`src/rtl/bcd_stopwatch_gen.sv`:
```
// bcd_stopwatch_gen: N-digit BCD stopwatch / countdown timer with tick prescaler.
// Optional lap-freeze feature enabled by defining STOPWATCH_LAP_EN.
// Ports:
//   clk, rst_n          system clock, synchronous active-low reset
//   start, stop         single-cycle pulses: begin/resume, pause
//   clear, load         single-cycle pulses: zero count, load preset (both -> STOPPED)
//   down                count direction, latched on STOPPED->RUNNING
//   preset              BCD preset, digit 0 in [3:0]; digits >9 load as 9
//   lap                 single-cycle pulse toggling the display freeze
//   count_bcd           live BCD count
//   disp_bcd            display value (live count or lap snapshot)
//   running             high while RUNNING
//   lap_active          display frozen
//   wrap                1-cycle pulse on up-count wrap (all 9s -> 0)
//   done                1-cycle pulse on down-count reaching 0
module bcd_stopwatch_gen #(
  parameter int unsigned DIGITS   = 4,
  parameter int unsigned TICK_DIV = 100000
) (
  input  logic                clk,
  input  logic                rst_n,
  input  logic                start,
  input  logic                stop,
  input  logic                clear,
  input  logic                load,
  input  logic                down,
  input  logic [4*DIGITS-1:0] preset,
  input  logic                lap,
  output logic [4*DIGITS-1:0] count_bcd,
  output logic [4*DIGITS-1:0] disp_bcd,
  output logic                running,
  output logic                lap_active,
  output logic                wrap,
  output logic                done
);

  localparam int unsigned W  = 4 * DIGITS;
  localparam int unsigned PW = $clog2(TICK_DIV);

  typedef enum logic [1:0] {
    ST_STOPPED = 2'd0,
    ST_RUNNING = 2'd1,
    ST_EXPIRED = 2'd2
  } state_t;

  state_t          state_q, state_d;
  logic [W-1:0]    count_q, count_d;
  logic [PW-1:0]   presc_q, presc_d;
  logic            dir_q, dir_d;
  logic            lap_active_q, lap_active_d;
  logic [W-1:0]    disp_q, disp_d;
  logic            running_q, running_d;
  logic            wrap_q, wrap_d;
  logic            done_q, done_d;

`ifdef STOPWATCH_LAP_EN
  logic [W-1:0]    snap_q, snap_d;
`else
  logic            unused_lap;
  assign unused_lap = lap;
`endif

  logic [W-1:0]    cnt_inc, cnt_dec, preset_sat;
  logic            carry, borrow;
  logic            all_nines;

  // Cascaded BCD increment/decrement and preset digit saturation
  always_comb begin
    carry      = 1'b1;
    borrow     = 1'b1;
    cnt_inc    = '0;
    cnt_dec    = '0;
    preset_sat = '0;
    for (int i = 0; i < int'(DIGITS); i++) begin
      if (carry) begin
        if (count_q[4*i +: 4] == 4'd9) begin
          cnt_inc[4*i +: 4] = 4'd0;
        end else begin
          cnt_inc[4*i +: 4] = count_q[4*i +: 4] + 4'd1;
          carry = 1'b0;
        end
      end else begin
        cnt_inc[4*i +: 4] = count_q[4*i +: 4];
      end

      if (borrow) begin
        if (count_q[4*i +: 4] == 4'd0) begin
          cnt_dec[4*i +: 4] = 4'd9;
        end else begin
          cnt_dec[4*i +: 4] = count_q[4*i +: 4] - 4'd1;
          borrow = 1'b0;
        end
      end else begin
        cnt_dec[4*i +: 4] = count_q[4*i +: 4];
      end

      preset_sat[4*i +: 4] = (preset[4*i +: 4] > 4'd9) ? 4'd9 : preset[4*i +: 4];
    end
    all_nines = carry;
  end

  // State register and all datapath registers
  always_ff @(posedge clk) begin
    if (!rst_n) begin
      state_q      <= ST_STOPPED;
      count_q      <= '0;
      presc_q      <= '0;
      dir_q        <= 1'b0;
      lap_active_q <= 1'b0;
      disp_q       <= '0;
      running_q    <= 1'b0;
      wrap_q       <= 1'b0;
      done_q       <= 1'b0;
`ifdef STOPWATCH_LAP_EN
      snap_q       <= '0;
`endif
    end else begin
      state_q      <= state_d;
      count_q      <= count_d;
      presc_q      <= presc_d;
      dir_q        <= dir_d;
      lap_active_q <= lap_active_d;
      disp_q       <= disp_d;
      running_q    <= running_d;
      wrap_q       <= wrap_d;
      done_q       <= done_d;
`ifdef STOPWATCH_LAP_EN
      snap_q       <= snap_d;
`endif
    end
  end

  // Next-state and output decode; priority clear > load > stop > start > tick
  always_comb begin
    state_d      = state_q;
    count_d      = count_q;
    presc_d      = presc_q;
    dir_d        = dir_q;
    lap_active_d = lap_active_q;
    wrap_d       = 1'b0;
    done_d       = 1'b0;
`ifdef STOPWATCH_LAP_EN
    snap_d       = snap_q;
`endif

    if (clear) begin
      count_d      = '0;
      presc_d      = '0;
      lap_active_d = 1'b0;
      state_d      = ST_STOPPED;
    end else if (load) begin
      count_d = preset_sat;
      presc_d = '0;
      state_d = ST_STOPPED;
    end else begin
      unique case (state_q)
        ST_STOPPED: begin
          // A down count cannot start from zero
          if (start && !stop && !(down && (count_q == '0))) begin
            state_d = ST_RUNNING;
            dir_d   = down;
          end
        end
        ST_RUNNING: begin
          if (stop) begin
            state_d = ST_STOPPED;
          end else if (presc_q == PW'(TICK_DIV - 1)) begin
            presc_d = '0;
            if (dir_q) begin
              count_d = cnt_dec;
              if (count_q == W'(1)) begin
                done_d  = 1'b1;
                state_d = ST_EXPIRED;
              end
            end else begin
              count_d = cnt_inc;
              wrap_d  = all_nines;
            end
          end else begin
            presc_d = presc_q + PW'(1);
          end
        end
        ST_EXPIRED: begin
          state_d = ST_EXPIRED;
        end
        default: begin
          state_d = ST_STOPPED;
        end
      endcase
    end

`ifdef STOPWATCH_LAP_EN
    // Lap toggles the freeze; snapshot is the count before this edge's update
    if (lap && !clear) begin
      if (lap_active_q) begin
        lap_active_d = 1'b0;
      end else begin
        lap_active_d = 1'b1;
        snap_d       = count_q;
      end
    end
    disp_d = lap_active_d ? snap_d : count_d;
`else
    lap_active_d = 1'b0;
    disp_d       = count_d;
`endif

    running_d = (state_d == ST_RUNNING);
  end

  assign count_bcd  = count_q;
  assign disp_bcd   = disp_q;
  assign running    = running_q;
  assign lap_active = lap_active_q;
  assign wrap       = wrap_q;
  assign done       = done_q;

endmodule

```
`config.mk`:
```
export PLATFORM = sky130hd
export DESIGN_NAME = bcd_stopwatch_gen
export DESIGN_NICKNAME = d
export VERILOG_FILES = /design/src/rtl/bcd_stopwatch_gen.sv
export SDC_FILE = /design/constraint.sdc
export NUM_CORES = 1
export LEC_CHECK = 0
export ABC_AREA = 0
export CAP_MARGIN = 20
export CORE_MARGIN = 2
export CORE_UTILIZATION = 55
export DETAILED_ROUTE_END_ITERATION = 12
export GPL_ROUTABILITY_DRIVEN = 0
export MAX_ROUTING_LAYER = met4
export PLACE_DENSITY = 0.86
export SYNTH_ARGS = -nofsm -noshare
export SYNTH_HDL_FRONTEND = slang
export SYNTH_SLANG_ARGS = --single-unit
export TNS_END_PERCENT = 20
```
`constraint.sdc`:
```
create_clock -name clk -period 5.75 [get_ports clk]
set_input_delay 1.15 -clock clk [delete_from_list [all_inputs] [get_ports clk]]
set_output_delay 1.15 -clock clk [all_outputs]
set_load 0.05 [all_outputs]
```
==> impl_metrics.yaml <==
synth:
  syn_area_per_cell_sq_um: 7.65
  synth_top_area_share_pct: 28.2
  synth_flop_cell: "dfxtp_1"
  synth_top_cell_by_area: "dfxtp_1"
  synthArstFlopShare_pct: 0
  synth_seq_cells: 39
  synth_area_sq_um: 2770
  synthDistinctLibCells: 70
  synth_cells: 362
  syn-num-nets: 387
  seq_area_frac_synth_pct: 28.2
  synth_area_leaders: "dfxtp_1, o21ai_0, buf_4, nor2_1, xor2_1"
  synth_warnings: 0
  synth_edf_count: 0
floorplanning:
  die_h_microns: 75.0
  rows: 25
  die_x_microns: 75.0
  start_util_pct: 57.9
  core_sq_um: 4790
  die_area_sq_um: 5620
  io_pins: 60
sta:
  period_share_pct: 51.9
  fin_worst_skew_ps: 8.94
  tightest_slew_ps: 571
  hold_viol: 0
  period_needed_ps: 2990
  rsz0062_at_grt: "no"
  fmax_mhz: 335
  finalSetupViolCount: 0
  maxSlewHeadroom_pct: 61.5
  slew_violations: 0
  hold_ws_ps: 495
  setup_tns_ps: 0
power:
  p_leak_nw: 1.06
  switching_power_w: 0.000171
  clock_power_share_pct: 31.7
  power_w: 0.000574
  pwr_density_cell_nw_per_um2: 175
  combPwrFrac_pct: 18.9
  p_seq_share_pct: 49.4
  switching_share_pct: 29.7
  p_int_w: 0.000403
  ir_worst_vdd_v: 0.000138
detailed_routing:
  drt_iter0_markers: 233
  routed_wl_mm: 6.32
  wl_per_cell_microns: 13.9
  drt_drc_violations_left: 0
  via_count: 2671
  viasPerCell: 5.90
  postRouteAntennaNets: 0
  first_pass_iters: 4
global_route:
  antenna_found_initial: 0
  grt_overflow: 0
  grt_pass1_vias: 2302
  grt_pass1_wl_mm: 10.4
  grt_max_degree: 43
  grtUsageTotal_pct: 24.1
setup_path:
  crit_arrival_ps: 1840
  path_max_fanout: 15
  crit_required_ps: 4600
  slowest_stage: "clkdlybuf4s50_1"
  cp_cell_sequence: "clkdlybuf4s50_1"
  critical_path.max_stage_delay_ps: 900
  crit_family: "buffers and inverters"
  startpoint_type: "flop"
  crit_buf_inv: 1
  endpoint_kind: "primary output"
  critPathKind: "reg -> out"
finish:
  area_growth_pct: 18.6
  layout-drive-gt1-share_pct: 6.74
  final_cells: 453
  num-nets-final: 410
  diodes: 0
  fill_cells: 407
placement:
  dp_hpwl_mm: 4.43
  place_inst: 445
  numPortBuffers: 57
min_path:
  hp-class: "reg -> reg"
clock_network:
  cts_tree: "yes"
  ctsResizeCount: 0
  clockBufferDepth: 2
  clk_latency_ps: 290
  htreeDepth: 2
  clkTransAtPathRegs_ps: 80
  cts_buffers: 5
  cts_setup_buffers: 0
  hold_buffers: 0
  clock-sinks: 39
  cts_root_buf: "clkbuf_8"
run:
  drv_cap: 0
status:
  status: "finished, final reports clean"
==> layout make-up <==
class / instances / area, sq um / area share (%)
multi-input cells: 270 / 1710 / 52.0
flip-flops and latches: 39 / 781 / 23.8
repair buffers: 60 / 593 / 18.1
well taps: 67 / 83.8 / 2.55
clock buffers: 6 / 72.6 / 2.21
inverters: 9 / 33.8 / 1.03
clock inverters: 2 / 12.5 / 0.381
==> through the flow <==
| stage | instance area [sq um] | setup slack, ps | util (%) |
|---|---|---|---|
| after floorplan | 2770 | 3110 | - |
| after global routing | 3290 | 2680 | 68.7 |
| final | 3290 | 2760 | 68.7 |
| after detailed placement | 3200 | 2490 | 66.9 |
| after CTS | 3290 | 2750 | 68.7 |
| after global placement | 3200 | 2520 | 66.9 |
==> logic make-up (layout without fill, tap and decap cells) <==
group	count (synthesis)	in the layout	synth area share, %
AND/OR/NAND/NOR	151	151	31.1
AO/OA/AOI/OAI	91	91	21.5
buffers and inverters	53	77	10.1
flip-flops	39	39	28.2
XOR/XNOR	22	22	6.96
multiplexers	4	4	1.49
adder cells (fa/ha/maj)	1	1	0.452
other	1	1	0.135
==> flip-flops by register name, summed over array words and instances (netlist names) <==
name	cells
presc_q	17
dir_q	1
running	1
disp_bcd	16
wrap	1
done	1
state_q	2
==> cells in the mapped netlist (5+ instances only) <==
cell type	count
and4_1	5
dfxtp_1	39
a21oi_1	20
clkbuf_1	17
nand2_1	24
buf_4	17
xor2_1	14
o21a_1	5
nand2b_1	10
nor2_2	5
xnor2_1	8
o211ai_1	5
buf_2	6
o21ai_0	26
nor2_1	33
nor4_1	5
nand3_1	15
inv_1	9
nor2b_1	10
nand4_1	8
nor3b_1	5
==> worst paths after layout <==
path,endpoint,start,slack [ps],cells past startpoint
hold reg to reg,presc_q[1],presc_q[1],490,2
setup reg to reg,presc_q[3],presc_q[0],3700,6
hold / removal,presc_q[1],presc_q[1],490,2
setup / recovery,count_bcd[0],disp_bcd[0],2760,1
==> power by group through the flow <==
stage	clock network (W)	registers, W	logic (W)
floorplan	0	0.000295	0.0000677
global placement	0	0.000289	0.000106
detailed placement	0	0.000290	0.000107
CTS	0.000184	0.000283	0.000108
global route	0.000197	0.000285	0.000117
finish	0.000182	0.000283	0.000108
==> metal layers <==
layer	share of wire [%]	global-route usage, %
met3	7.3	5.22
met1	47	32.6
met5	0	-
met2	44	36.7
met4	1.4	6.15
==> cells in the final DEF (no fill, tap or decap), types with 8 or more instances in the layout <==
cell type and instances:
clkdlybuf4s50_1 57, inv_1 9, nor2_1 33, nor2b_1 10, xnor2_1 8, nand4_1 8
nand3_1 15, xor2_1 14, nand2b_1 10, dfxtp_1 39, nand2_1 24, o21ai_0 26
a21oi_1 20
Power figures use the tool's default switching activity.
==> edit (same settings) <==
Re-encode `state_t` (3 states) as one-hot, 3 bits wide.
--- a/src/rtl/bcd_stopwatch_gen.sv
+++ b/src/rtl/bcd_stopwatch_gen.sv
@@ -37,10 +37,10 @@
   localparam int unsigned W  = 4 * DIGITS;
   localparam int unsigned PW = $clog2(TICK_DIV);
 
-  typedef enum logic [1:0] {
-    ST_STOPPED = 2'd0,
-    ST_RUNNING = 2'd1,
-    ST_EXPIRED = 2'd2
+  typedef enum logic [2:0] {
+    ST_STOPPED = 3'b001,
+    ST_RUNNING = 3'b010,
+    ST_EXPIRED = 3'b100
   } state_t;
 
   state_t          state_q, state_d;
Behaviour: no difference found for any inputs over 10 cycles, from zero or initial values and one cycle with rst_n low; not proved beyond that.
==> edit against the original RTL <==
Sequential share of layout area fell by 0.43 points. Power up 0.73%. Sequential cell count grew 1. Design area rose by 4.5%. Wire length up 9.9%. Clock skew fell by 0.0038 ns. Setup slack got worse by 0.099 ns. Final cell count is 1.5% higher. Area after synthesis increased by 5.0%. Critical endpoint is now disp_bcd[6]$_SDFFE_PP0P_. Largest cell class unchanged.
==> edit: results <==
[status]
status = finished, final reports clean

[hold_path]
min_to = presc_q[1]$_SDFFE_PP0P_
hold_path.class = flop to flop
worstHoldStart = presc_q[1]$_SDFFE_PP0P_

[routing]
drt_first_iter_violations = 192
drtPass1Iterations = 5
vias_per_cell = 6.03
vias = 2776
wirelength_um = 6940

[power]
switching_share_pct = 30.0
p_leak_nw = 1.13
peakVddDrop_uv = 145

[sta]
final.setup_skew_ns = 0.00510
whs_ns = 0.482
relSlewSlack_pct = 41.9

[worst_setup_path]
critPathCapture = disp_bcd[6]$_SDFFE_PP0P_
worst_r2r_endpoint = disp_bcd[6]$_SDFFE_PP0P_
r2r_start = state_q[2]$_SDFF_PN0_
worstPathMaxFanout = 7
critPathLaunchType = primary input
arrival_ns = 3.28
r2r_slack_ns = 3.64
rr_worst_depth = 5
critPathLaunch = stop

[cells_and_area]
fillers = 448
antenna_cells = 0
fin_nets = 415
largest_reg_flops = 17
drive_gt1_share_pct = 7.18

[global_route]
track_usage_pct = 24.4
grt_max_degree = 40
grt_pass1_wl_um = 11500
first_global_vias = 2449

[synthesis]
yosysSeqAreaShare_pct = 27.5
syn_inst = 368
synthXorXnorAreaFrac_pct = 7.53
ys_types = 66
synthAdderAreaFrac_pct = 0.430
yosys-top-cells-count = 40 x dfxtp_1, 35 x nor2_1, 30 x nand2_1
syn_nets = 393
synth_area_leaders = dfxtp_1 28%, buf_4 4.6%, nor2_1 4.5%
synthArstFlopShare_pct = 0
synth_compound_area_share_pct = 19.2
synthMuxAreaShare_pct = 2.80

[place]
dpl.hpwl_um = 4900
placed_cell_area_sq_um = 3320
dp.cells = 452

[clock_tree]
clk-insertion-delay-late_ns = 0.30
edit: cell families (layout without fill, tap and decap cells):
| logic type | after synthesis | count (layout) |
|---|---|---|
| multiplexers | 8 | 8 |
| AO/OA/AOI/OAI | 82 | 82 |
| adder cells (fa/ha/maj) | 1 | 1 |
| XOR/XNOR | 25 | 25 |
| buffers and inverters | 54 | 76 |
| flip-flops | 40 | 40 |
| other | 1 | 1 |
| AND/OR/NAND/NOR | 157 | 157 |
edit: critical path, cell delays in order:
cell,delay [ns]
clkdlybuf4s50_1,0.48
nor4b_4,0.57
o211ai_1,0.32
nor2_2,0.23
mux2_2,0.35
a22o_1,0.17
edit: layout make-up:
cell class / count / area share (%)
multi-input combinational: 274 / 53.1
sequential: 40 / 23.3
timing repair buffer: 58 / 17.4
tap: 70 / 2.55
clock buffer: 5 / 2.01
inverter: 11 / 1.20
clock inverter: 2 / 0.365
edit: power by group through the flow:
stage	sequential, W	clock [W]	combinational (W)
3_3_place_gp	0.000299	0	0.0000979
5_1_grt	0.000293	0.000196	0.000110
6_report	0.000292	0.000184	0.000102
2_1_floorplan	0.000301	0	0.0000634
4_1_cts	0.000292	0.000187	0.000100
3_5_place_dp	0.000299	0	0.0000997
edit: stage by stage:
| step | utilization (%) | setup WS [ns] |
|---|---|---|
| finish | 67.2 | 2.67 |
| global route | 67.2 | 2.51 |
| floorplan | - | 3.19 |
| global placement | 65.1 | 2.46 |
| detailed placement | 65.1 | 2.39 |
| CTS | 66.7 | 2.68 |
edit: per-layer routing:
| layer | GRT usage (%) | vias up | share of wire, % |
|---|---|---|---|
| li1 | - | 1350 | - |
| met1 | 29.4 | 1324 | 43 |
| met2 | 39.9 | 87 | 49 |
| met3 | 5.06 | 15 | 5.4 |
| met4 | 10.2 | 0 | 2.3 |
| met5 | - | - | 0 |
